<file path="src/rtl/cla16_pipe.sv">
// cla16_pipe: three-stage pipelined 16-bit carry-lookahead adder.
//   S1 captures bit-level p/g and per-nibble group G/P.
//   S2 forms all group carries (and block gg/pp) with second-level lookahead.
//   S3 expands each group carry into bit carries and produces the sum.
// Each stage carries a valid bit; an elastic valid/ready chain lets a stage
// advance whenever the stage after it is empty or advancing itself.
module cla16_pipe (
  input  logic        clk,
  input  logic        rst_n,
  input  logic        in_valid,
  output logic        in_ready,
  input  logic [15:0] a,
  input  logic [15:0] b,
  input  logic        cin,
  output logic        out_valid,
  input  logic        out_ready,
  output logic [15:0] sum,
  output logic        cout,
  output logic        gg,
  output logic        pp
);

  // Group generate for one 4-bit nibble.
  function automatic logic grp_gen(input logic [3:0] g4, input logic [3:0] p4);
    return g4[3]
         | (p4[3] & g4[2])
         | (p4[3] & p4[2] & g4[1])
         | (p4[3] & p4[2] & p4[1] & g4[0]);
  endfunction

  // ---------------------------------------------------------------------
  // Handshake / valid chain
  // ---------------------------------------------------------------------
  logic s1_v_q, s1_v_d;
  logic s2_v_q, s2_v_d;
  logic s3_v_q, s3_v_d;
  logic s1_load, s2_load, s3_load;
  logic s1_take, s2_take, s3_take;

  // Stage load enables ripple backwards from the output; in_ready never looks at in_valid.
  always_comb begin : hs_comb
    s3_load = !s3_v_q | out_ready;
    s2_load = !s2_v_q | s3_load;
    s1_load = !s1_v_q | s2_load;
    s1_take = in_valid & s1_load;
    s2_take = s1_v_q & s2_load;
    s3_take = s2_v_q & s3_load;
    s1_v_d  = s1_load ? in_valid : s1_v_q;
    s2_v_d  = s2_load ? s1_v_q   : s2_v_q;
    s3_v_d  = s3_load ? s2_v_q   : s3_v_q;
  end

  // Valid bits; async reset discards anything in flight.
  always_ff @(posedge clk or negedge rst_n) begin : hs_ff
    if (!rst_n) begin
      s1_v_q <= 1'b0;
      s2_v_q <= 1'b0;
      s3_v_q <= 1'b0;
    end else begin
      s1_v_q <= s1_v_d;
      s2_v_q <= s2_v_d;
      s3_v_q <= s3_v_d;
    end
  end

  assign in_ready  = s1_load;
  assign out_valid = s3_v_q;

  // ---------------------------------------------------------------------
  // Stage 1: bit p/g and group G/P
  // ---------------------------------------------------------------------
  logic [15:0] bit_p, bit_g;
  logic [3:0]  grp_g_w, grp_p_w;
  logic [15:0] s1_p_q, s1_p_d;
  logic [15:0] s1_g_q, s1_g_d;
  logic [3:0]  s1_gg_q, s1_gg_d;
  logic [3:0]  s1_gp_q, s1_gp_d;
  logic        s1_cin_q, s1_cin_d;

  // Bit-level and nibble-level generate/propagate from the incoming operands.
  always_comb begin : s1_comb
    bit_p = a ^ b;
    bit_g = a & b;
    grp_g_w = '0;
    grp_p_w = '0;
    for (int unsigned k = 0; k < 4; k++) begin
      grp_g_w[k] = grp_gen(bit_g[4*k +: 4], bit_p[4*k +: 4]);
      grp_p_w[k] = &bit_p[4*k +: 4];
    end
    s1_p_d   = s1_take ? bit_p   : s1_p_q;
    s1_g_d   = s1_take ? bit_g   : s1_g_q;
    s1_gg_d  = s1_take ? grp_g_w : s1_gg_q;
    s1_gp_d  = s1_take ? grp_p_w : s1_gp_q;
    s1_cin_d = s1_take ? cin     : s1_cin_q;
  end

  // Stage 1 data registers.
  always_ff @(posedge clk or negedge rst_n) begin : s1_ff
    if (!rst_n) begin
      s1_p_q   <= '0;
      s1_g_q   <= '0;
      s1_gg_q  <= '0;
      s1_gp_q  <= '0;
      s1_cin_q <= 1'b0;
    end else begin
      s1_p_q   <= s1_p_d;
      s1_g_q   <= s1_g_d;
      s1_gg_q  <= s1_gg_d;
      s1_gp_q  <= s1_gp_d;
      s1_cin_q <= s1_cin_d;
    end
  end

  // ---------------------------------------------------------------------
  // Stage 2: second-level lookahead over the four groups
  // ---------------------------------------------------------------------
  logic        c4_w, c8_w, c12_w, c16_w, blk_g_w, blk_p_w;
  logic [3:0]  s2_gc_q, s2_gc_d;    // carry into each group; [0] is cin
  logic        s2_c16_q, s2_c16_d;
  logic        s2_gg_q, s2_gg_d;
  logic        s2_pp_q, s2_pp_d;
  logic [15:0] s2_p_q, s2_p_d;
  logic [15:0] s2_g_q, s2_g_d;

  // Every group carry is a flat sum-of-products of G/P and cin; no inter-group ripple.
  always_comb begin : s2_comb
    c4_w  = s1_gg_q[0]
          | (s1_gp_q[0] & s1_cin_q);
    c8_w  = s1_gg_q[1]
          | (s1_gp_q[1] & s1_gg_q[0])
          | (s1_gp_q[1] & s1_gp_q[0] & s1_cin_q);
    c12_w = s1_gg_q[2]
          | (s1_gp_q[2] & s1_gg_q[1])
          | (s1_gp_q[2] & s1_gp_q[1] & s1_gg_q[0])
          | (s1_gp_q[2] & s1_gp_q[1] & s1_gp_q[0] & s1_cin_q);
    blk_g_w = s1_gg_q[3]
            | (s1_gp_q[3] & s1_gg_q[2])
            | (s1_gp_q[3] & s1_gp_q[2] & s1_gg_q[1])
            | (s1_gp_q[3] & s1_gp_q[2] & s1_gp_q[1] & s1_gg_q[0]);
    blk_p_w = &s1_gp_q;
    c16_w   = blk_g_w | (blk_p_w & s1_cin_q);

    s2_gc_d  = s2_take ? {c12_w, c8_w, c4_w, s1_cin_q} : s2_gc_q;
    s2_c16_d = s2_take ? c16_w   : s2_c16_q;
    s2_gg_d  = s2_take ? blk_g_w : s2_gg_q;
    s2_pp_d  = s2_take ? blk_p_w : s2_pp_q;
    s2_p_d   = s2_take ? s1_p_q  : s2_p_q;
    s2_g_d   = s2_take ? s1_g_q  : s2_g_q;
  end

  // Stage 2 data registers.
  always_ff @(posedge clk or negedge rst_n) begin : s2_ff
    if (!rst_n) begin
      s2_gc_q  <= '0;
      s2_c16_q <= 1'b0;
      s2_gg_q  <= 1'b0;
      s2_pp_q  <= 1'b0;
      s2_p_q   <= '0;
      s2_g_q   <= '0;
    end else begin
      s2_gc_q  <= s2_gc_d;
      s2_c16_q <= s2_c16_d;
      s2_gg_q  <= s2_gg_d;
      s2_pp_q  <= s2_pp_d;
      s2_p_q   <= s2_p_d;
      s2_g_q   <= s2_g_d;
    end
  end

  // ---------------------------------------------------------------------
  // Stage 3: in-group carries and sum
  // ---------------------------------------------------------------------
  logic [15:0] bit_c;
  logic [15:0] s3_sum_q, s3_sum_d;
  logic        s3_cout_q, s3_cout_d;
  logic        s3_gg_q, s3_gg_d;
  logic        s3_pp_q, s3_pp_d;

  // Each group's bit carries are lookahead terms of its own carry-in and p/g.
  always_comb begin : s3_comb
    logic       ci;
    logic [3:0] gk, pk;
    bit_c = '0;
    for (int unsigned k = 0; k < 4; k++) begin
      ci = s2_gc_q[k];
      gk = s2_g_q[4*k +: 4];
      pk = s2_p_q[4*k +: 4];
      bit_c[4*k]     = ci;
      bit_c[4*k + 1] = gk[0] | (pk[0] & ci);
      bit_c[4*k + 2] = gk[1] | (pk[1] & gk[0]) | (pk[1] & pk[0] & ci);
      bit_c[4*k + 3] = gk[2] | (pk[2] & gk[1]) | (pk[2] & pk[1] & gk[0])
                     | (pk[2] & pk[1] & pk[0] & ci);
    end
    s3_sum_d  = s3_take ? (s2_p_q ^ bit_c) : s3_sum_q;
    s3_cout_d = s3_take ? s2_c16_q : s3_cout_q;
    s3_gg_d   = s3_take ? s2_gg_q  : s3_gg_q;
    s3_pp_d   = s3_take ? s2_pp_q  : s3_pp_q;
  end

  // Output registers; they hold while stalled or when no new beat arrives.
  always_ff @(posedge clk or negedge rst_n) begin : s3_ff
    if (!rst_n) begin
      s3_sum_q  <= '0;
      s3_cout_q <= 1'b0;
      s3_gg_q   <= 1'b0;
      s3_pp_q   <= 1'b0;
    end else begin
      s3_sum_q  <= s3_sum_d;
      s3_cout_q <= s3_cout_d;
      s3_gg_q   <= s3_gg_d;
      s3_pp_q   <= s3_pp_d;
    end
  end

  assign sum  = s3_sum_q;
  assign cout = s3_cout_q;
  assign gg   = s3_gg_q;
  assign pp   = s3_pp_q;

endmodule

</file>
<file path="config.mk">
export PLATFORM = sky130hd
export DESIGN_NAME = cla16_pipe
export DESIGN_NICKNAME = d
export VERILOG_FILES = /design/src/rtl/cla16_pipe.sv
export SDC_FILE = /design/constraint.sdc
export NUM_CORES = 1
export LEC_CHECK = 0
export CORE_ASPECT_RATIO = 1.5
export CORE_MARGIN = 2
export CORE_UTILIZATION = 57
export CTS_BUF_LIST = sky130_fd_sc_hd__clkbuf_2 sky130_fd_sc_hd__clkbuf_4 sky130_fd_sc_hd__clkbuf_8
export DETAILED_ROUTE_END_ITERATION = 6
export HOLD_SLACK_MARGIN = 0.02
export PLACE_DENSITY_LB_ADDON = 0.25
export SYNTH_ARGS = -nofsm -noshare
export SYNTH_HDL_FRONTEND = slang
export SYNTH_SLANG_ARGS = --single-unit
</file>
<file path="constraint.sdc">
create_clock -name clk -period 1.95 [get_ports clk]
set_clock_uncertainty 0.1 [all_clocks]
set_input_delay 0.39 -clock clk [delete_from_list [all_inputs] [get_ports clk]]
set_output_delay 0.39 -clock clk [all_outputs]
set_load 0.05 [all_outputs]
</file>
==> summary.txt, run 1 <==
Grt met3 use - 0.0327
CP Class - in -> out
Tightest Hold Check Type - reg -> reg
Share of final-layout standard cells stronger than drive strength 1 - 0.322
Busiest grt layer - met2
Maximum fanout encountered on the critical timing path - 4
Fmax - 541 MHz
Commonest cells post-synth - dfrtp_1, mux2_2, nand2_1, mux2_4, o21ai_0
Post-synth top area share - 0.548
Finished Cell Area - 5260 um^2
Register bit count reported by yosys - 94
Hold depth - 2
Hold_ws - 0.387 ns
Number of warning messages in the yosys log - 0
H-tree level count - 3
Total Nets Final - 443
Number of buffers between clock root and the deepest sink - 2
WP data required - 1.46 ns
Tot GR Track Use - 0.199
Overall power consumption - 6.35 mW
Fraction of registers with async set/reset - 1.00
Number of inserted filler cells in the final layout - 544
Setup TNS - 0 ns
Post-CTS setup-driven buffer insertion count - 0
Count of TritonRoute iterations in the first routing pass - 4
Final weighted congestion in routability-driven placement - 0.811
Post-place instance area - 5040 um^2
Count of flip-flops with a built-in enable after synthesis - 0
IR drop worst, VDD - 0.620 mV
Total CTS buffers - 9
Post-Synthesis Cells - 312
Post-synth top area cell - dfrtp_1
Synthesized netlist net count - 369
Number of port buffers - 57
RSZ-0062 raised after global routing - no
Grt met1 use - 0.232
CP startpoint kind - input pin
Power per standard cell area - 1210 nW/um^2
Cell chosen for the clock root - clkbuf_8
Number of antenna violations at the first check in global routing - 0
Clk slew on worst S/H paths - 0.08 ns
Max-capacitance violation count - 0
Initial DRC Count - 153
Synth cell types - 29
Post-route clock period utilization - 0.949
Cells taking the most area after synthesis - dfrtp_1, mux2_2, mux2_4
Worst Setup End Kind - primary output
Post-synthesis cell area - 4300 um^2
Wire length of the first global-routing pass - 12.2 mm
Register area share after synthesis - 0.548
Cell breakdown of the critical path - clkdlybuf4s50_1 -> nand4b_4 -> buf_4 -> buf_12
Dominant synthesized flop cell - dfrtp_1
Final setup fails - 0
Number of cells on the worst reg-to-reg path - 4
Num Clock Sinks - 94
Post-DRT Antenna Nets - 0
Final count of hold timing violations - 0
Largest net degree at the start of global routing - 38
Antenna Diode Count - 0
Total number of vias - 2581
Overall die height - 110 um
Delay of the slowest cell on the worst path - 0.42 ns
Final Critical Period - 1.85 ns
DRC viols - 0
Routed WL per cell - 14.9 um
Leakage power total - 2.50 nW
Core ar. - 7270 um^2
Vias in the first global route - 2700
Status - finished clean
Synthesis-to-layout area growth - 22.4%
Die area - 8260 um^2
Count of boundary I/O pins - 58
Post-DR vias/cell - 5.26
Slew at the pin closest to its max-slew limit - 0.478 ns
Arrival time of the worst setup path - 1.36 ns
Remaining Overflow, GRT - 0
Final count of pins violating max slew - 0
Cell row count - 38
Latest clock arrival within the worst-skew pair - 0.35 ns
Library cell with the highest instance count after synthesis - dfrtp_1
Headroom to the max-slew limit - 0.681
Worst-path cell with the longest stage delay - clkdlybuf4s50_1
Sequential cell area in the final layout - 2350 um^2
TritonCTS clock tree - done
Final HPWL from detailed placement - 5.48 mm
Chip width - 74.9 um
Wire length reported by the detailed router - 7.30 mm
Initial core utilization - 0.590
Met2 layer usage reported by global route - 0.348
Post-synthesis area per instance - 13.8 um^2
Multi-input logic area - 1810 um^2
-- through the flow --
stage                     utilization  setup WS, ns  std cells
after global routing            0.723        0.0498        491
after detailed placement        0.693        0.0362        474
final                           0.723         0.100        491
after global placement          0.693       -0.0315        474
after floorplan                     -         0.190        312
after CTS                       0.723        0.0925        491
-- what timing repair did --
item,4_1_cts,5_1_grt
gates resized for setup,0,0
hold buffers,1,0
endpoints found under the hold margin,34,0
-- flip-flops by register name (all words and copies together), names as in the netlist, 4 cells and up --
signal and flops:
s1_p_q 16, s2_p_q 16, sum 16, s1_g_q 12
s2_g_q 12, s1_gg_q 4, s1_gp_q 4, s2_gc_q 4
-- power by group --
part           switching [mW]  internal (mW)  total [mW]
Sequential              0.366           2.45        2.82
Clock                   0.630          0.690        1.32
Combinational            1.21           1.01        2.21
-- cell usage in the layout (no fill, tap or decap), drive strengths merged --
cell type,n
dfrtp,94
mux2,69
buf,37
clkdlybuf4s50,35
nand2,29
o21ai,26
ha,20
a21oi,13
clkbuf,13
a21o,9
xnor2,8
inv,5
nor2,5
a41oi,4
xor2,4
and3,4
a221oi,4
nand2b,3
nand4b,1
nand3b,1
a41o,1
or2b,1
o21bai,1
clkinvlp,1
clkinv,1
bufinv,1
dlygate4sd3,1
-- worst max-delay path, delay by kind of cell --
kind	cells	cell delay, ns
buffers and inverters	3	0.75
and+or+nand+nor	1	0.22
-- logic make-up after synthesis --
family                     Yosys count  share of synthesized area
AOI/OAI and AO/OA                   58                     0.0816
xor gates and xnor gates            12                     0.0245
adders and majority gates           20                     0.0583
buffers and inverters               15                     0.0300
DFF                                 94                      0.548
muxes                               69                      0.204
and+or+nand+nor                     44                     0.0545
-- final timing paths --
check | from | end | slack (ns)
setup / recovery | out_ready | in_ready | 0.10
hold / removal | sum[10] | sum[10] | 0.39
setup reg to reg | s1_v_q | s1_g_q[6] | 0.49
hold reg to reg | sum[10] | sum[10] | 0.39
max in group asynchronous | rst_n | sum[11] | 0.75
min in group asynchronous | rst_n | s2_g_q[2] | 0.43
-- area by class of cell --
class | instances | share of cell area
Clock buffer | 13 | 0.0316
Clock inverter | 3 | 0.00809
Inverter | 5 | 0.00357
Tap cell | 100 | 0.0238
Multi-Input combinational cell | 203 | 0.345
Timing Repair Buffer | 73 | 0.140
Sequential cell | 94 | 0.448
-- routing by layer --
metal	vias to the layer above	share of wire
met5	-	0
met4	0	0.020
met3	12	0.024
met2	41	0.55
met1	1260	0.41
li1	1268	-
Power figures use the tool's default switching activity.
==> inputs of run 2 (changes only) <==
--- a/config.mk
+++ b/config.mk
@@ -11,6 +11,7 @@
 export CTS_BUF_LIST = sky130_fd_sc_hd__clkbuf_2 sky130_fd_sc_hd__clkbuf_4 sky130_fd_sc_hd__clkbuf_8
 export DETAILED_ROUTE_END_ITERATION = 6
 export HOLD_SLACK_MARGIN = 0.02
+export MAX_ROUTING_LAYER = met4
 export PLACE_DENSITY_LB_ADDON = 0.25
 export SYNTH_ARGS = -nofsm -noshare
 export SYNTH_HDL_FRONTEND = slang
==> summary.txt, run 2 (synthesized netlist as in run 1, its figures left out) <==
Total CTS buffers - 9 (unchanged)
Count of boundary I/O pins - 58 (unchanged)
Final count of hold timing violations - 0 (unchanged)
Top library cells by usage in the layout, fill and taps aside - dfrtp_1, mux2_2, clkdlybuf4s50_1, buf_4, nand2_1 (unchanged)
Remaining Overflow, GRT - 0 (unchanged)
TritonCTS clock tree - done (unchanged)
Tightest Hold Check Type - reg -> reg (unchanged)
Count of TritonRoute iterations in the first routing pass - 4 (unchanged)
Final weighted congestion in routability-driven placement - 0.823 (was 0.811)
Latest clock arrival within the worst-skew pair - 0.36 ns (was 0.35 ns)
Synthesis-to-layout area growth - 22.4% (unchanged)
Reg-to-reg startpoint - s1_v_q (unchanged)
Total placed cells including tap cells - 474 (unchanged)
Buffers and inverters on the worst path - 3 (unchanged)
Delay of the slowest cell on the worst path - 0.42 ns (about the same)
Largest delay share family, worst path - buffers and inverters (unchanged)
Hold depth - 2 (unchanged)
Final count of pins violating max slew - 0 (unchanged)
Endpoint of the worst hold path - sum[2] (was sum[10])
Number of cells on the worst reg-to-reg path - 4 (unchanged)
Total Nets Final - 443 (unchanged)
Hold_ws - 0.388 ns (was 0.387 ns)
Cell row count - 38 (unchanged)
Final HPWL from detailed placement - 5.48 mm (unchanged)
Initial core utilization - 0.590 (unchanged)
Total number of vias - 2619 (was 2581)
Leakage power total - 2.50 nW (unchanged)
Largest net degree at the start of global routing - 38 (unchanged)
Maximum fanout encountered on the critical timing path - 4 (unchanged)
Number of port buffers - 57 (unchanged)
Routed WL per cell - 15.0 um (was 14.9 um)
Final Critical Period - 1.85 ns (about the same)
Tot GR Track Use - 0.204 (was 0.199)
Multi-input logic area - 1810 um^2 (unchanged)
CP Class - in -> out (unchanged)
Share of final-layout standard cells stronger than drive strength 1 - 0.322 (unchanged)
Finished Cell Area - 5260 um^2 (unchanged)
IR drop worst, VDD - 0.624 mV (was 0.620 mV)
FF-to-FF setup slack - 0.49 ns (about the same)
WP data required - 1.46 ns (about the same)
Total of cells resized after clock tree synthesis - 0 (unchanged)
Headroom to the max-slew limit - 0.679 (was 0.681)
Wire length reported by the detailed router - 7.35 mm (was 7.30 mm)
Initial DRC Count - 133 (was 153)
Most common cell after layout, fill and taps aside - dfrtp_1 (unchanged)
Final cell count without fillers - 491 (unchanged)
Chip width - 74.9 um (unchanged)
Final setup fails - 0 (unchanged)
Sequential cell area in the final layout - 2350 um^2 (unchanged)
Core ar. - 7270 um^2 (unchanged)
Critical R2R Capture - s1_g_q[6] (unchanged)
Power per standard cell area - 1210 nW/um^2 (about the same)
H-tree level count - 3 (unchanged)
Final worst setup slack - 0.101 ns (was 0.100 ns)
Antenna Diode Count - 0 (unchanged)
Number of buffers between clock root and the deepest sink - 2 (unchanged)
Number of antenna violations at the first check in global routing - 0 (unchanged)
Cell breakdown of the critical path - clkdlybuf4s50_1 -> nand4b_4 -> buf_4 -> buf_12 (unchanged)
Worst slack after detailed placement - 0.0362 ns (unchanged)
Sequential share of power - 0.443 (was 0.444)
Post-DRT Antenna Nets - 0 (unchanged)
Post-DR vias/cell - 5.33 (was 5.26)
Worst Setup End Kind - primary output (unchanged)
Status - finished clean (unchanged)
Relative contribution of combinational cells to total power - 0.348 (was 0.349)
Wire length of the first global-routing pass - 12.2 mm (about the same)
Vias in the first global route - 2698 (was 2700)
Cell chosen for the clock root - clkbuf_8 (unchanged)
CP startpoint kind - input pin (unchanged)
Switching power as a share of total power - 0.348 (was 0.347)
Arrival time of the worst setup path - 1.36 ns (about the same)
Die area - 8260 um^2 (unchanged)
Reported net switching power - 2.21 mW (was 2.20 mW)
Num Clock Sinks - 94 (unchanged)
Overall die height - 110 um (unchanged)
Clk slew on worst S/H paths - 0.09 ns (was 0.08 ns)
RSZ-0062 raised after global routing - no (unchanged)
DRC viols - 0 (unchanged)
Post-route clock period utilization - 0.948 (was 0.949)
Max-capacitance violation count - 0 (unchanged)
Slew at the pin closest to its max-slew limit - 0.482 ns (was 0.478 ns)
Source of the worst hold timing path - sum[2] (was sum[10])
Fmax - 541 MHz (about the same)
Post-place instance area - 5040 um^2 (unchanged)
Power share of the clock group - 0.209 (was 0.208)
Worst-path cell with the longest stage delay - clkdlybuf4s50_1 (unchanged)
Number of inserted filler cells in the final layout - 544 (unchanged)
Power Internal - 4.15 mW (about the same)
==> run 2: cell counts in the layout (fill, tap and decap cells not counted) <==
No cell type changed its count.
==> run 2: cell type report <==
type	count	share of cell area
flip-flops and latches	94	0.448
multi-input cells	203	0.345
repair buffers	73	0.140
clock buffers	13	0.0316
well taps	100	0.0238
clock inverters	3	0.00809
inverters	5	0.00357
==> run 2: per-layer routing <==
metal,up-vias,track usage,share of wire
met5,-,-,0
met4,0,0.0995,0.022
met3,14,0.0282,0.026
met2,50,0.350,0.54
met1,1289,0.232,0.41
li1,1266,-,-
==> run 2: repair_timing <==
| item | in CTS | in global routing |
|---|---|---|
| buffers inserted | 0 | 0 |
| endpoints found under the hold margin | 34 | 0 |
| hold buffers | 1 | 0 |
==> run 2: worst max path at each step <==
stage,start,end,slack (ns),depth (start not counted)
after floorplan,out_valid,s1_g_q[0],0.19,4
after global placement,a[7],s1_gg_q[1],-0.03,5
after detailed placement,out_ready,s2_p_q[5],0.04,5
after CTS,out_ready,in_ready,0.09,4
after global routing,out_ready,in_ready,0.05,4
final,out_ready,in_ready,0.10,4
==> run 2: worst reg2reg max path, cell delays in order, from the launching register on <==
cell	delay [ns]
dfrtp_1	0.45
nand4b_4	0.17
nand2_8	0.15
buf_12	0.17
mux2_4	0.31
==> run 2: metrics by stage <==
step	util	total power, mW	TNS [ns]
after CTS	0.723	6.42	0
after floorplan	-	4.38	0
after detailed placement	0.693	5.10	0
after global placement	0.693	5.03	-0.0315
final	0.723	6.36	0
after global routing	0.723	6.72	0
==> run 2: power groups by stage <==
stage	Clock (mW)	Combinational, mW	Sequential, mW
4_1_cts	1.35	2.24	2.82
3_3_place_gp	0	2.20	2.84
2_1_floorplan	0	0.976	3.40
5_1_grt	1.43	2.40	2.88
6_report	1.33	2.22	2.82
3_5_place_dp	0	2.24	2.86
